### config.mk
export PLATFORM = sky130hd
export DESIGN_NAME = bcd_serial_subtractor
export DESIGN_NICKNAME = d
export VERILOG_FILES = /design/src/rtl/bcd_pkg.sv /design/src/rtl/bcd_digit_sub.sv /design/src/rtl/bcd_serial_subtractor.sv
export SDC_FILE = /design/constraint.sdc
export NUM_CORES = 1
export LEC_CHECK = 0
export ABC_AREA = 1
export CORE_UTILIZATION = 47
export DETAILED_ROUTE_END_ITERATION = 12
export GPL_TIMING_DRIVEN = 0
export PLACE_DENSITY = 0.75
export SLEW_MARGIN = 25
export SYNTH_ARGS = -nofsm -noshare
export SYNTH_HDL_FRONTEND = slang
export SYNTH_SLANG_ARGS = --single-unit
### constraint.sdc
create_clock -name clk -period 2.46 [get_ports clk]
set_input_delay 0.369 -clock clk [delete_from_list [all_inputs] [get_ports clk]]
set_output_delay 0.369 -clock clk [all_outputs]
set_load 0.01 [all_outputs]
### src/rtl/bcd_pkg.sv
// Shared constants, FSM state type and digit validity check for the serial BCD subtractor.
package bcd_pkg;
  localparam int DIGIT_W = 4;
  localparam logic [3:0] BCD_MAX = 4'd9;

  typedef enum logic [1:0] {
    IDLE = 2'd0,
    SUB  = 2'd1,
    NEG  = 2'd2,
    DONE = 2'd3
  } state_t;

  function automatic logic digit_invalid(input logic [3:0] d);
    return d > BCD_MAX;
  endfunction
endpackage

### src/rtl/bcd_digit_sub.sv
// Combinational single-digit BCD subtract stage: d = a_d - b_d - bi, wrapped by +10 on borrow.
module bcd_digit_sub
  import bcd_pkg::*;
(
  input  logic [3:0] a_d,
  input  logic [3:0] b_d,
  input  logic       bi,
  output logic [3:0] d,
  output logic       bo,
  output logic       invalid
);
  logic signed [4:0] t;

  always_comb begin
    t       = $signed({1'b0, a_d}) - $signed({1'b0, b_d}) - $signed({4'b0000, bi});
    bo      = t[4];
    // Low nibble plus 10 modulo 16 equals the low nibble of t + 10.
    d       = t[3:0] + (bo ? 4'd10 : 4'd0);
    invalid = digit_invalid(a_d) | digit_invalid(b_d);
  end
endmodule

### src/rtl/bcd_serial_subtractor.sv
// Digit-serial BCD subtractor, A - B - bin, one digit per clock with start/busy/done handshake.
// Define BCD_SUB_SIGN_MAG_EN to add the NEG pass that returns sign-magnitude results.
//
// state | meaning
// IDLE  | waiting for start; operands latched on accept
// SUB   | one digit of A - B - bin per cycle, LSD first
// NEG   | 0 - result per digit to form the magnitude (sign-magnitude build only)
// DONE  | output registers load; done pulses on the following cycle
module bcd_serial_subtractor
  import bcd_pkg::*;
#(
  parameter int DIGITS = 4
) (
  input  logic                   clk,
  input  logic                   rst_n,
  input  logic                   start,
  input  logic [4*DIGITS-1:0]    a,
  input  logic [4*DIGITS-1:0]    b,
  input  logic                   bin,
  output logic                   busy,
  output logic                   done,
  output logic [4*DIGITS-1:0]    diff,
  output logic                   bout,
  output logic                   neg,
  output logic                   err
);
  localparam int W = DIGIT_W * DIGITS;
  localparam int CNT_W = (DIGITS > 1) ? $clog2(DIGITS) : 1;
  localparam logic [CNT_W-1:0] LAST = CNT_W'(DIGITS - 1);

  state_t state, state_nxt;
  logic [CNT_W-1:0] cnt;
  logic [W-1:0] a_sr, b_sr, r_sr, r_nxt;
  logic brw, bout_r, err_acc;
  logic load, sub_en, neg_en, last_digit;
  logic [3:0] st_a, st_b, st_d;
  logic st_bo, st_inv;

  assign last_digit = (cnt == LAST);

  always_ff @(posedge clk or negedge rst_n) begin
    if (!rst_n) state <= IDLE;
    else        state <= state_nxt;
  end

  always_comb begin
    state_nxt = state;
    case (state)
      IDLE: if (start) state_nxt = SUB;
      SUB: begin
        if (last_digit) begin
`ifdef BCD_SUB_SIGN_MAG_EN
          state_nxt = st_bo ? NEG : DONE;
`else
          state_nxt = DONE;
`endif
        end
      end
`ifdef BCD_SUB_SIGN_MAG_EN
      NEG:  if (last_digit) state_nxt = DONE;
`endif
      DONE: state_nxt = IDLE;
      default: state_nxt = IDLE;
    endcase
  end

  always_comb begin
    busy   = (state != IDLE);
    load   = (state == IDLE) && start;
    sub_en = (state == SUB);
`ifdef BCD_SUB_SIGN_MAG_EN
    neg_en = (state == NEG);
`else
    neg_en = 1'b0;
`endif
  end

  // The NEG pass reuses the digit stage as 0 - result, consuming and refilling r_sr in place.
  always_comb begin
    st_a  = neg_en ? 4'd0 : a_sr[3:0];
    st_b  = neg_en ? r_sr[3:0] : b_sr[3:0];
    r_nxt = r_sr >> DIGIT_W;
    r_nxt[W-1 -: DIGIT_W] = st_d;
  end

  bcd_digit_sub u_digit (
    .a_d     (st_a),
    .b_d     (st_b),
    .bi      (brw),
    .d       (st_d),
    .bo      (st_bo),
    .invalid (st_inv)
  );

  always_ff @(posedge clk or negedge rst_n) begin
    if (!rst_n) begin
      cnt     <= '0;
      a_sr    <= '0;
      b_sr    <= '0;
      r_sr    <= '0;
      brw     <= 1'b0;
      bout_r  <= 1'b0;
      err_acc <= 1'b0;
      done    <= 1'b0;
      diff    <= '0;
      bout    <= 1'b0;
      err     <= 1'b0;
    end else begin
      done <= (state == DONE);
      if (load) begin
        a_sr    <= a;
        b_sr    <= b;
        brw     <= bin;
        cnt     <= '0;
        err_acc <= 1'b0;
      end else if (sub_en) begin
        a_sr    <= a_sr >> DIGIT_W;
        b_sr    <= b_sr >> DIGIT_W;
        r_sr    <= r_nxt;
        err_acc <= err_acc | st_inv;
        // Final borrow is kept as bout; the NEG pass must start from a clear borrow.
        brw     <= last_digit ? 1'b0 : st_bo;
        if (last_digit) bout_r <= st_bo;
        cnt     <= last_digit ? '0 : cnt + 1'b1;
      end else if (neg_en) begin
        r_sr <= r_nxt;
        brw  <= st_bo;
        cnt  <= last_digit ? '0 : cnt + 1'b1;
      end
      if (state == DONE) begin
        diff <= r_sr;
        bout <= bout_r;
        err  <= err_acc;
      end
    end
  end

`ifdef BCD_SUB_SIGN_MAG_EN
  always_ff @(posedge clk or negedge rst_n) begin
    if (!rst_n)              neg <= 1'b0;
    else if (state == DONE)  neg <= bout_r;
  end
`else
  assign neg = 1'b0;
`endif
endmodule

==> flow_metrics.py <==
metrics = {
    "sta": {
        "rsz0062_at_grt": "yes",
        "tns_ps": -152,
        "slew_headroom_pct": 64.3,
        "setup-violations-final": 2,
        "skew_ps": 8.10,
        "max_freq_ghz": 0.394,
        "worstMarginPinSlew_ps": 535,
        "hold_viol_final": 0,
        "min_period_ps": 2540,
        "finalCritPeriodShare_pct": 103,
        "fin_ws_ps": -78.6,
        "slew_viol_final": 0,
    },
    "logic_synthesis": {
        "syn_avg_cell_area_sq_um": 9.07,
        "ys_types": 24,
        "synth_area_leaders": "dfrtp_1 (56%), nand2_1 (14%), inv_1 (4.8%)",
        "synth_top_area_cell": "dfrtp_1",
        "synth_edf_count": 0,
        "netlist_area_sq_um": 3320,
        "async_flop_share_pct": 100,
        "yosys.area.top_type_share_pct": 55.8,
        "syn_nets": 412,
        "synth_ff_type": "dfrtp_1",
        "seq_area_frac_synth_pct": 55.8,
        "syn_inst": 366,
        "ys_ff_latch": 74,
        "yosys_warnings": 0,
    },
    "finish": {
        "diodes": 0,
        "synthToLayoutAreaGrowth_pct": 31.7,
        "finalInstanceArea_sq_um": 4370,
        "drive_gt1_share_pct": 16.0,
        "finish.utilization_pct": 64.3,
        "final_nets": 492,
    },
    "power_and_ir_drop": {
        "internal-power_mw": 3.84,
        "p_switching_mw": 2.64,
        "p_seq_share_pct": 31.2,
        "cellLeakagePower_nw": 2.13,
        "power_frac_clock_pct": 16.0,
        "powerDensity_nw_per_um2": 1480,
        "peakVddDrop_v": 0.000672,
        "switching_share_pct": 40.7,
        "power_frac_comb_pct": 52.8,
    },
    "status": {
        "outcome": "complete, but fails checks",
        "violations": "setup timing",
    },
    "floorplanning": {
        "die_w_um": 86.0,
        "pin_count": 57,
        "num_rows": 30,
        "start_util_pct": 48.8,
        "die_h_um": 86.0,
        "core_sq_um": 6790,
        "die-area_sq_um": 7400,
    },
    "global_route": {
        "grt_pass1_wl_um": 12700,
        "antenna_found_initial": 0,
        "grt_max_degree": 44,
        "grt_pass1_vias": 2788,
        "overflow": 0,
        "track_usage_pct": 22.8,
    },
    "detailed_routing": {
        "antenna_left": 0,
        "drtIter0Drc": 190,
        "viasPerCell": 4.97,
        "dr.pass1.iters": 4,
        "routedWlPerCell_um": 13.9,
        "vias": 2719,
        "drcViolationCount": 0,
        "wl_um": 7580,
    },
    "critical_path": {
        "crit_start": "b_sr[0]$_DFFE_PN0P_",
        "r2r-start": "b_sr[0]$_DFFE_PN0P_",
        "cpMostUsedCell": "buf_4",
        "cp.arrival_ps": 2800,
        "worstSetupEndpointType": "register",
        "cp_slowest_stage_delay_ps": 400,
        "slowest_stage": "fa_2",
        "critPathKind": "register to register",
        "cp-start-kind": "register",
        "path_cells": "inv_2 > fa_2 > fa_2 > inv_2 > nand2_2 > nand2_2 > nand3_2 > nand2_2 > nand2_2 > buf_4 > buf_4 > buf_4 > buf_4 > buf_4 > buf_4 > nand3_1 > nand2_1",
        "cp_max_fo": 3,
        "cp.required_ps": 2720,
    },
    "clock_network": {
        "cts_buffer_depth": 2,
        "numCtsBuffers": 9,
        "clock_latency_ps": 360,
        "path_clk_slew_ps": 80,
        "htreeDepth": 3,
        "cts.sinks": 74,
        "cts-root-buf": "clkbuf_8",
        "cts_tree": "yes",
    },
    "worst_hold_path": {
        "hold_class": "register to register",
        "hp-start": "r_sr[0]$_DFFE_PN0P_",
    },
    "placed_design": {
        "dp_hpwl_um": 5050,
        "gp_congestion": 0.837,
        "place_ws_ps": -240,
        "placed_cell_area_sq_um": 4010,
        "io_buffers": 55,
    },
    "flow_run": {
        "maxCapViolCount": 0,
    },
}
## area by class of cell
cell class / instances / area (sq um)
Buffer: 19 / 116
Clock buffer: 9 / 124
Clock inverter: 7 / 93.8
Fill cell: 594 / 2420
Inverter: 44 / 165
Multi-Input combinational cell: 229 / 1230
Sequential cell: 74 / 1850
Tap cell: 96 / 120
Timing Repair Buffer: 69 / 668
## metal layers
layer,track usage [%],share of wire (%)
met1,27.4,42
met2,38.9,49
met3,4.14,5.6
met4,12.4,2.9
met5,0,0
## synth_stat cells (2+ instances only)
library cell,count
o21ai_0,27
clkbuf_1,6
fa_1,2
nor2_1,5
nand3_1,31
o221ai_1,4
o21ai_2,5
o211ai_1,9
buf_4,2
buf_6,4
dfrtp_1,74
inv_2,2
o211ai_2,6
inv_1,42
buf_2,6
nand2_1,126
ha_1,8
## placed cells by master, fill, tap and decap left out, types with 2 or more instances in the layout
cell type and instances:
buf_2 6, buf_4 15, buf_6 4, bufinv_16 2, clkbuf_1 6, clkbuf_8 9, clkdlybuf4s50_1 54, clkinv_2 2
clkinvlp_4 2, dfrtp_1 74, fa_2 2, ha_1 7, inv_1 38, inv_2 6, nand2_1 120, nand2_2 7
nand3_1 29, nand3_2 2, nor2_1 4, o211ai_1 9, o211ai_2 6, o21ai_0 27, o21ai_2 5, o221ai_1 4
## registers in the layout, indices dropped and copies added, names as in the netlist
signal and flops:
b_sr 16, brw 1, done 1, err_acc 1
err 1, bout 1, a_sr 16, cnt 2
r_sr 16, diff 16, bout_r 1, state 2
## power groups by stage
stage                     Sequential, mW  Clock [mW]  Combinational [mW]
after floorplan                     2.05           0                1.87
after global placement              2.02           0                2.76
after detailed placement            2.04           0                2.86
after CTS                           2.02        1.04                3.23
after global routing                2.08        1.10                3.78
final                               2.02        1.03                3.42
## worst max-delay path: cells and delay by family, from the launching register on
kind                     cells  cell delay [ps]
adder cells (fa/ha/maj)      2              770
AND/OR/NAND/NOR              7              500
buffers and inverters        8              850
flip-flops                   1              340
## metrics by stage
step                instances  hold WS [ps]  total power, mW
floorplan                 366          73.4             3.92
global placement          517           457             4.78
detailed placement        518           328             4.90
CTS                       544           482             6.29
global route              547           493             6.96
finish                    547           476             6.47
## cells by family after synthesis
kind of cell / count (synthesis) / synth area share [%]
buffers and inverters: 63 / 8.48
flip-flops: 74 / 55.8
adder cells (fa/ha/maj): 10 / 4.22
AO/OA/AOI/OAI: 53 / 11.2
AND/OR/NAND/NOR: 164 / 19.9
other: 1 / 0.113
XOR/XNOR: 1 / 0.264
## what timing repair did
action	CTS	global route
pin swaps	7	9
setup buffers	9	3
gates resized for setup	10	6
endpoints found under the setup margin	1	2
hold buffers	1	0
endpoints found under the hold margin	31	0
## path summary, 6_finish.rpt
check                                  endpoint  slack [ps]  cells after the start
setup / recovery           r_sr[13]$_DFFE_PN0P_         -80                     17
hold / removal              diff[0]$_DFFE_PN0P_         480                      2
setup reg to reg           r_sr[13]$_DFFE_PN0P_         -80                     17
hold reg to reg             diff[0]$_DFFE_PN0P_         480                      2
max in group asynchronous  a_sr[14]$_DFFE_PN0P_        1390                      3
min in group asynchronous   diff[9]$_DFFE_PN0P_         500                      2
No activity file was read; power rests on OpenSTA's default activity.
